## src/rtl/sort_pkg.sv

```systemverilog
// sort_pkg: shared types, sizes and FSM encoding for the 5-word streaming sorter.
// Revision: 1.0
`default_nettype none

package sort_pkg;

    localparam int SORT_N = 5;

    typedef logic [31:0] data_t;

    localparam data_t PAD_VALUE = 32'hFFFF_FFFF;

    typedef logic [SORT_N-1:0][31:0] vec_t;
    typedef logic [2:0]              cnt_t;

    typedef enum logic [1:0] {
        S_FILL  = 2'd0,
        S_SORT  = 2'd1,
        S_DRAIN = 2'd2
    } state_t;

endpackage

`default_nettype wire

```

## src/rtl/sort_stream_5_if.sv

```systemverilog
// sort_stream_5_if: input and output valid/ready streams of the sorter.
// Revision: 1.0
`default_nettype none

interface sort_stream_5_if;
    import sort_pkg::*;

    logic  in_valid;
    logic  in_ready;
    data_t in_data;
    logic  in_last;
    logic  out_valid;
    logic  out_ready;
    data_t out_data;
    logic  out_last;

    modport slave (
        input  in_valid, in_data, in_last, out_ready,
        output in_ready, out_valid, out_data, out_last
    );

    modport master (
        output in_valid, in_data, in_last, out_ready,
        input  in_ready, out_valid, out_data, out_last
    );

endinterface

`default_nettype wire

```

## src/rtl/sort_net_5.sv

```systemverilog
// sort_net_5: combinational ascending sort of 5 unsigned words.
// Revision: 1.0
`default_nettype none

module sort_net_5
    import sort_pkg::*;
(
    input  wire vec_t i_data,
    output vec_t      o_data
);

    vec_t  w_v;
    data_t w_tmp;

    // Odd-even transposition: adjacent-only swaps on strict '>' keep equal words in order.
    always_comb begin
        w_v   = i_data;
        w_tmp = '0;
        for (int s = 0; s < SORT_N; s++) begin
            for (int i = s % 2; i < SORT_N - 1; i += 2) begin
                if (w_v[i] > w_v[i+1]) begin
                    w_tmp    = w_v[i];
                    w_v[i]   = w_v[i+1];
                    w_v[i+1] = w_tmp;
                end
            end
        end
    end

    assign o_data = w_v;

endmodule

`default_nettype wire

```

## src/rtl/sort_stream_5.sv

```systemverilog
// sort_stream_5: collects up to 5 words, sorts them, streams them out ascending.
// Option SORT_STREAM_MEDIAN_ONLY_EN: emit only the median word of each group.
// Revision: 1.0
`default_nettype none

module sort_stream_5
    import sort_pkg::*;
(
    input  wire logic      clk,
    input  wire logic      rst_n,
    sort_stream_5_if.slave s_if,
    output logic           busy
);

`ifdef SORT_STREAM_MEDIAN_ONLY_EN
    localparam bit c_median_only = 1'b1;
`else
    localparam bit c_median_only = 1'b0;
`endif

    state_t r_state;
    state_t w_next;
    cnt_t   r_cnt;
    cnt_t   r_idx;
    cnt_t   r_n;
    vec_t   r_slot;
    vec_t   r_sorted;
    vec_t   w_sorted;

    logic   w_in_ready;
    logic   w_out_valid;
    logic   w_in_fire;
    logic   w_out_fire;
    logic   w_group_end;
    logic   w_is_last;

    sort_net_5 u_net (
        .i_data (r_slot),
        .o_data (w_sorted)
    );

    assign w_group_end = (r_cnt == cnt_t'(SORT_N - 1)) || s_if.in_last;
    assign w_is_last   = c_median_only ? 1'b1 : (r_idx == (r_n - 3'd1));
    assign w_in_fire   = w_in_ready && s_if.in_valid;
    assign w_out_fire  = w_out_valid && s_if.out_ready;

    always_ff @(posedge clk or negedge rst_n) begin
        if (!rst_n) begin
            r_state <= S_FILL;
        end else begin
            r_state <= w_next;
        end
    end

    always_comb begin
        w_next      = r_state;
        w_in_ready  = 1'b0;
        w_out_valid = 1'b0;
        case (r_state)
            S_FILL: begin
                w_in_ready = 1'b1;
                if (s_if.in_valid && w_group_end) begin
                    w_next = S_SORT;
                end
            end
            S_SORT: begin
                w_next = S_DRAIN;
            end
            S_DRAIN: begin
                w_out_valid = 1'b1;
                if (s_if.out_ready && w_is_last) begin
                    w_next = S_FILL;
                end
            end
            default: begin
                w_next = S_FILL;
            end
        endcase
    end

    always_ff @(posedge clk or negedge rst_n) begin
        if (!rst_n) begin
            r_cnt <= '0;
            r_idx <= '0;
            r_n   <= '0;
        end else begin
            case (r_state)
                S_FILL: begin
                    if (w_in_fire) begin
                        if (w_group_end) begin
                            r_cnt <= '0;
                            r_n   <= r_cnt + 3'd1;
                        end else begin
                            r_cnt <= r_cnt + 3'd1;
                        end
                    end
                end
                S_SORT: begin
                    r_idx <= c_median_only ? ((r_n - 3'd1) >> 1) : 3'd0;
                end
                S_DRAIN: begin
                    if (w_out_fire) begin
                        r_idx <= w_is_last ? 3'd0 : (r_idx + 3'd1);
                    end
                end
                default: begin
                    r_cnt <= '0;
                    r_idx <= '0;
                end
            endcase
        end
    end

    // Storage carries no reset: a discarded group is simply overwritten by the next one.
    always_ff @(posedge clk) begin
        if (w_in_fire) begin
            r_slot[r_cnt] <= s_if.in_data;
            if (w_group_end) begin
                for (int i = 0; i < SORT_N; i++) begin
                    if (3'(i) > r_cnt) begin
                        r_slot[i] <= PAD_VALUE;
                    end
                end
            end
        end
        if (r_state == S_SORT) begin
            r_sorted <= w_sorted;
        end
    end

    assign s_if.in_ready  = w_in_ready;
    assign s_if.out_valid = w_out_valid;
    assign s_if.out_data  = w_out_valid ? r_sorted[r_idx] : '0;
    assign s_if.out_last  = w_out_valid && w_is_last;
    assign busy           = (r_state != S_FILL) || (r_cnt != 3'd0);

endmodule

`default_nettype wire

```

## src/flat_wrapper.sv

```systemverilog
// flat-port wrapper written by rule: the top's interface ports become plain ports
module sort_stream_5_flat import sort_pkg::*;
  (clk, rst_n, busy, s_if_in_valid, s_if_in_data, s_if_in_last, s_if_out_ready, s_if_in_ready, s_if_out_valid, s_if_out_data, s_if_out_last);
  sort_stream_5_if s_if_i ();
  input  wire logic clk;
  input  wire logic rst_n;
  output logic busy;
  input wire logic [$bits(s_if_i.in_valid)-1:0] s_if_in_valid;
  input wire logic [$bits(s_if_i.in_data)-1:0] s_if_in_data;
  input wire logic [$bits(s_if_i.in_last)-1:0] s_if_in_last;
  input wire logic [$bits(s_if_i.out_ready)-1:0] s_if_out_ready;
  output wire logic [$bits(s_if_i.in_ready)-1:0] s_if_in_ready;
  output wire logic [$bits(s_if_i.out_valid)-1:0] s_if_out_valid;
  output wire logic [$bits(s_if_i.out_data)-1:0] s_if_out_data;
  output wire logic [$bits(s_if_i.out_last)-1:0] s_if_out_last;
  assign s_if_i.in_valid = s_if_in_valid;
  assign s_if_i.in_data = s_if_in_data;
  assign s_if_i.in_last = s_if_in_last;
  assign s_if_i.out_ready = s_if_out_ready;
  assign s_if_in_ready = s_if_i.in_ready;
  assign s_if_out_valid = s_if_i.out_valid;
  assign s_if_out_data = s_if_i.out_data;
  assign s_if_out_last = s_if_i.out_last;
  sort_stream_5 u_core (.clk(clk), .rst_n(rst_n), .s_if(s_if_i), .busy(busy));
endmodule
```

## config.mk

```make
export PLATFORM = sky130hd
export DESIGN_NAME = sort_stream_5_flat
export DESIGN_NICKNAME = d
export VERILOG_FILES = /design/src/rtl/sort_pkg.sv /design/src/rtl/sort_stream_5_if.sv /design/src/rtl/sort_net_5.sv /design/src/rtl/sort_stream_5.sv /design/src/flat_wrapper.sv
export SDC_FILE = /design/constraint.sdc
export NUM_CORES = 2
export LEC_CHECK = 0
export CAP_MARGIN = 25
export CORE_MARGIN = 5
export CORE_UTILIZATION = 41
export CTS_CLUSTER_DIAMETER = 120
export DETAILED_ROUTE_END_ITERATION = 8
export GPL_TIMING_DRIVEN = 1
export PLACE_DENSITY = 0.55
export SYNTH_ARGS = -nofsm -noshare
export SYNTH_HDL_FRONTEND = slang
export SYNTH_HIERARCHICAL = 1
export SYNTH_SLANG_ARGS = --single-unit
```

## constraint.sdc

```tcl
create_clock -name clk -period 41.9 [get_ports clk]
set_clock_uncertainty 0.15 [all_clocks]
set_input_delay 8.38 -clock clk [delete_from_list [all_inputs] [get_ports clk]]
set_output_delay 8.38 -clock clk [all_outputs]
set_load 0.02 [all_outputs]
```

### Yosys cells after proc, flatten, opt, wreduce, memory -nomap -nowiden

Cells that the tools add are included.

| word-level totals | value |
|---|---|
| register bits | 331 |
| bits of input ports | 37 |
| word-level logic and storage cells | 94 |

| operators by class | value |
|---|---|
| add/sub/neg operators | 3 |
| $lt $le $gt $ge | 18 |
| eq/ne operators | 8 |
| multiplexer cells | 33 |
| bitwise logic cells | 2 |
| reduce and logical (&&, ||, !) cells | 16 |

Operators with widths:

| operator | count |
|---|---|
| 2-to-1 mux 64 bit | 10 |
| greater-than comparator 32 bit | 10 |
| 2-to-1 mux 32 bit | 8 |
| bitwise mux 160 bit | 1 |
| 2-to-1 mux 160 bit | 1 |
| binary-select mux 32 bit (select 3 bit) | 1 |
| demux 32 bit (select 3 bit) | 1 |
| 2-to-1 mux 3 bit | 4 |
| case mux 3 bit (2 select lines) | 2 |
| less-than comparator 3 x 4 -> 1 bit, second input constant | 2 |
| inequality test 2 x 1 -> 1 bit, second input constant | 4 |
| adder 3 x 1 -> 3 bit, second input constant | 2 |
| greater-than comparator 1 x 3 -> 1 bit, first input constant | 2 |
| greater-than comparator 2 x 3 -> 1 bit, first input constant | 2 |
| logical AND 1 bit | 6 |
| case mux 2 bit (3 select lines) | 1 |
| AND reduction 2 bit | 3 |
| 2-to-1 mux 2 bit | 2 |
| equality test 3 bit | 1 |
| equality test 3 bit, second input constant | 1 |
| greater-or-equal comparator 3 x 1 -> 1 bit, second input constant | 1 |
| greater-than comparator 3 bit, first input constant | 1 |
| AND reduction 3 bit | 1 |
| nonzero test 3 bit | 1 |
| 9 further kinds | 12 |

### Logic depth before layout (Yosys ltp)

| logic depth | value |
|---|---|
| word-level depth | 10 |
| mapped depth | 79 |
| depth with buffers taken out | 67 |

### Hierarchy

The synthesis kept the hierarchy.

By module, submodules not included:

| module | times used | cells an instance | area each (µm²) | seq. area each (µm²) |
|---|---|---|---|---|
| sort_net_5 | 1 | 2667 | 17992.3 | 0.0 |
| sort_stream_5 | 1 | 1055 | 13873.3 | 9884.5 |

### Worst setup path before layout

Ideal clock, no wire load.

| path | value |
|---|---|
| path kind | reg2reg |
| start | register u_core/r_slot[75] in the netlist's numbering |
| end | register u_core/r_sorted[32] in the netlist's numbering (data pin) |
| setup time | 0.262 ns |
| arrival | 14.500 ns |
| required time | 41.488 ns |
| path slack | 26.988 ns |
| cell stages (with the launch flop) | 68 |
| buffers on the path | 11 |
| clock period less this slack | 14.912 ns |
| cell sequence | edfxtp_1 -> ha_1 -> nand4_1 -> nor4_1 -> nand2_1 -> a22oi_1 -> clkbuf_1 -> buf_1 -> clkbuf_1 -> a21oi_1 -> ha_1 -> a21o_1 -> a21o_1 -> a21oi_1 -> o21ai_0 -> a221o_1 -> a221oi_1 -> o31a_1 -> [... 32 more ...] -> nor2b_1 -> o21a_1 -> o21a_1 -> o21a_1 -> o21a_1 -> o21ai_0 -> nand2b_1 -> a21oi_1 -> nor3_1 -> a211oi_1 -> o221ai_1 -> nand2_1 -> o211ai_1 -> o21ai_1 -> clkbuf_1 -> buf_1 -> mux2i_1 -> nand3_1 |

RTL lines:

| item | line | source |
|---|---|---|
| start: declaration | sort_stream_5.sv:26 | `vec_t r_slot;` |
| start signal: indexed assignment | sort_stream_5.sv:117 | `r_slot[r_cnt] <= s_if.in_data;` |
| end signal: assignment | sort_stream_5.sv:127 | `r_sorted <= w_sorted;` |
| end: declaration | sort_stream_5.sv:27 | `vec_t r_sorted;` |

==> impl_metrics.ini <==
[setup_path]
r2r_start = u_core/r_slot[19]$_DFFE_PP_
path_class = reg -> reg
r2r-end = u_core/r_sorted[69]$_DFFE_PN_
slowest_delay_ps = 870
start_kind = flip-flop
r2r_slack_ps = 23800
cp.required_ps = 42030
cp_data_arrival_time_ps = 18230
cp_common_cell = buf_4
critical_path.slowest_cell = nor4_1
crit_path_end_kind = flip-flop
cp_max_fo = 74
worstRegToRegCells = 65

[layout]
drive_gt1_share_pct = 9.747
fin_nets = 4043
filler_cell_count = 7542
antenna_cells = 0
areaGrowthSynthToFinish_pct = 9.541

[global_routing]
antenna_found_initial = 3
grt_pass1_wl_mm = 167.2
grt_max_degree = 80
track_usage_pct = 26.16
grt_pass1_vias = 25800
grt_overflow_total = 0

[timing]
fin_crit_ps = 18100
final.setup.tns_ps = 0
worst_slew_pin_slew_ps = 1063
rsz0062_at_grt = false
timing.fmax_mhz = 55.25
slew_headroom_pct = 29.13
setup_viol = 0
hold_viol = 0
min_period_over_period_pct = 43.19
report.final.slew_viol_count = 0

[place]
gp_congestion = 0.9724
portBuffers = 72
dpl.hpwl_mm = 84.26

[status]
status = finished clean

[clock_network]
ctsHoldBuffers = 0
htree_levels = 2
post_cts_resized = 0
cts_num_sinks = 331
cts_tree = done
postCtsSetupBuffers = 0
clk_path_buf_depth = 3
cts-root-buf = clkbuf_16
clock_latency_ps = 570
numCtsBuffers = 42
clk_pin_slew_ps = 60

[die]
die_h_um = 288.8
die_x_um = 288.8
initial_core_util_pct = 41.27
ioPinCount = 73
die_area_um2 = 83400
core-area_um2 = 77210
rows = 102

[detailed_routing]
vias_per_cell = 5.971
firstDrtPassIters = 6
wl_per_cell_um = 23.61
drt_iter0_drc = 3337
ant_nets = 0
wl_mm = 112.2
num_vias = 28390
drc = 0

[hold_path]
min_from = u_core/r_state[1]$_DFFE_PN0P_
holdPathEnd = u_core/r_state[1]$_DFFE_PN0P_
holdPathStages = 1
hold_path_class = reg -> reg

[synthesis]
synthAdderAreaFrac_pct = 12.71
yosysUniqueCellTypes = 86
synth-seq-cells = 331
synth_xor_area_share_pct = 0.3534
syn-instance-count = 3722
synthSimpleGateAreaFrac_pct = 19.49
ys.flop_type = edfxtp_1
synth.area.mux_share_pct = 13.19
yosysSeqAreaShare_pct = 31.02
yosysWarnings = 6
synth_top_area_share_pct = 30.16
synth.avg_cell_area_um2 = 8.561
synth_top_family_by_area = simple AND/OR/NAND/NOR gates
syn_area_um2 = 31870
syn-num-nets = 4080
synthTopCellsByArea = edfxtp_1 (30%), ha_1 (13%), mux2i_1 (6.6%), nand2_1 (4.9%), a21oi_1 (4.8%)
synth-async-reset-ratio_pct = 3.323
yosys.area.top_type = edfxtp_1
synth-compound-area-share_pct = 16.66
synth-edff-count = 320

[job]
max-cap-violations = 0
[through the flow]
stage / hold slack, ps / worst slack [ps] / std cells / util (%) / cell area, um^2
after global placement: 365.3 / 24490 / 4680 / 43.58 / 33650
after CTS: 389.9 / 24210 / 4753 / 45.20 / 34900
final: 384.2 / 23800 / 4754 / 45.21 / 34910
after detailed placement: 375.9 / 24230 / 4680 / 43.58 / 33650
after floorplan: 341.0 / 26990 / 3722 / - / 31870
after global routing: 428.2 / 23000 / 4754 / 45.21 / 34910
[critical path: cells and delay by family, from the launching register on]
family | cells | cell delay [ps]
adder cells (fa/ha/maj) | 5 | 1490
AO/OA/AOI/OAI | 32 | 5370
multiplexers | 3 | 1370
buffers and inverters | 9 | 3430
AND/OR/NAND/NOR | 16 | 5390
flip-flops | 1 | 440
[cell usage after synthesis, types with 24 or more instances]
library cell    n
a211o_1        39
a21o_1         76
a21oi_1       303
a22oi_1        34
and3_1         46
buf_1          24
buf_2          50
clkbuf_1      152
edfxtp_1      320
ha_1          321
inv_1         293
mux2_2        119
mux2i_1       209
mux4_2         32
nand2_1       418
nand3_1       224
nand4_1        61
nor2_1        293
nor2b_1        57
nor3_1        157
o211ai_1       31
o21ai_0       145
or3_1          24
[worst max-delay path by stage]
stage                                     start                            end  slack (ps)
finish              u_core/r_slot[19]$_DFFE_PP_  u_core/r_sorted[69]$_DFFE_PN_       23800
global route        u_core/r_slot[19]$_DFFE_PP_  u_core/r_sorted[71]$_DFFE_PN_       23000
CTS                 u_core/r_slot[19]$_DFFE_PP_  u_core/r_sorted[69]$_DFFE_PN_       24210
detailed placement  u_core/r_slot[19]$_DFFE_PP_  u_core/r_sorted[69]$_DFFE_PN_       24230
global placement    u_core/r_slot[19]$_DFFE_PP_  u_core/r_sorted[69]$_DFFE_PN_       24490
floorplan           u_core/r_slot[75]$_DFFE_PP_  u_core/r_sorted[32]$_DFFE_PN_       26990
[sequential cells by signal, summed over array words and instances, names as in the netlist]
| name | cells |
|---|---|
| u_core/r_slot | 160 |
| u_core/r_sorted | 160 |
| u_core/r_cnt | 3 |
| u_core/r_n | 3 |
| u_core/r_idx | 3 |
| u_core/r_state | 2 |
[routing by layer]
layer / wire length (um) / global-route usage, % / share of wire (%) / vias up
met1: 53520 / 41.02 / 48 / 13530
met5: 0 / 0 / 0 / -
met4: 2565 / 5.917 / 2.3 / 0
met2: 46890 / 38.30 / 42 / 1152
met3: 9264 / 3.173 / 8.3 / 123
li1: - / - / - / 13580
[cell type report]
class                   count  area, um^2  area share (%)
inverters                 296        1111           3.183
clock inverters            18       127.6          0.3656
flip-flops and latches    331        9887           28.32
clock buffers              55        1121           3.212
multi-input cells        2861       20030           57.38
well taps                1040        1301           3.728
repair buffers            153        1329           3.807
[logic make-up after synthesis]
group                      count (synthesis)
AOI/OAI and AO/OA                        819
xor gates and xnor gates                  11
adders and majority gates                324
buffers and inverters                    530
DFF                                      331
muxes                                    364
and+or+nand+nor                         1343
[cell usage in the layout, fill, tap and decap left out, drive strengths merged, types with 46 or more instances in the layout]
| master | Yosys | routed |
|---|---|---|
| a21oi | 305 | 305 |
| buf | 82 | 81 |
| clkbuf | 152 | 55 |
| nor2 | 296 | 296 |
| nand2 | 418 | 418 |
| clkdlybuf4s50 | 0 | 72 |
| nor2b | 57 | 57 |
| o21ai | 166 | 166 |
| nand3 | 225 | 225 |
| mux2 | 121 | 121 |
| nor3 | 159 | 159 |
| a21o | 76 | 76 |
| and3 | 46 | 46 |
| inv | 295 | 299 |
| ha | 321 | 321 |
| nand4 | 61 | 61 |
| mux2i | 211 | 211 |
| edfxtp | 320 | 320 |
Power is not shown: default switching activity piles up to over one toggle a cycle in this logic, so the estimate is an artifact.
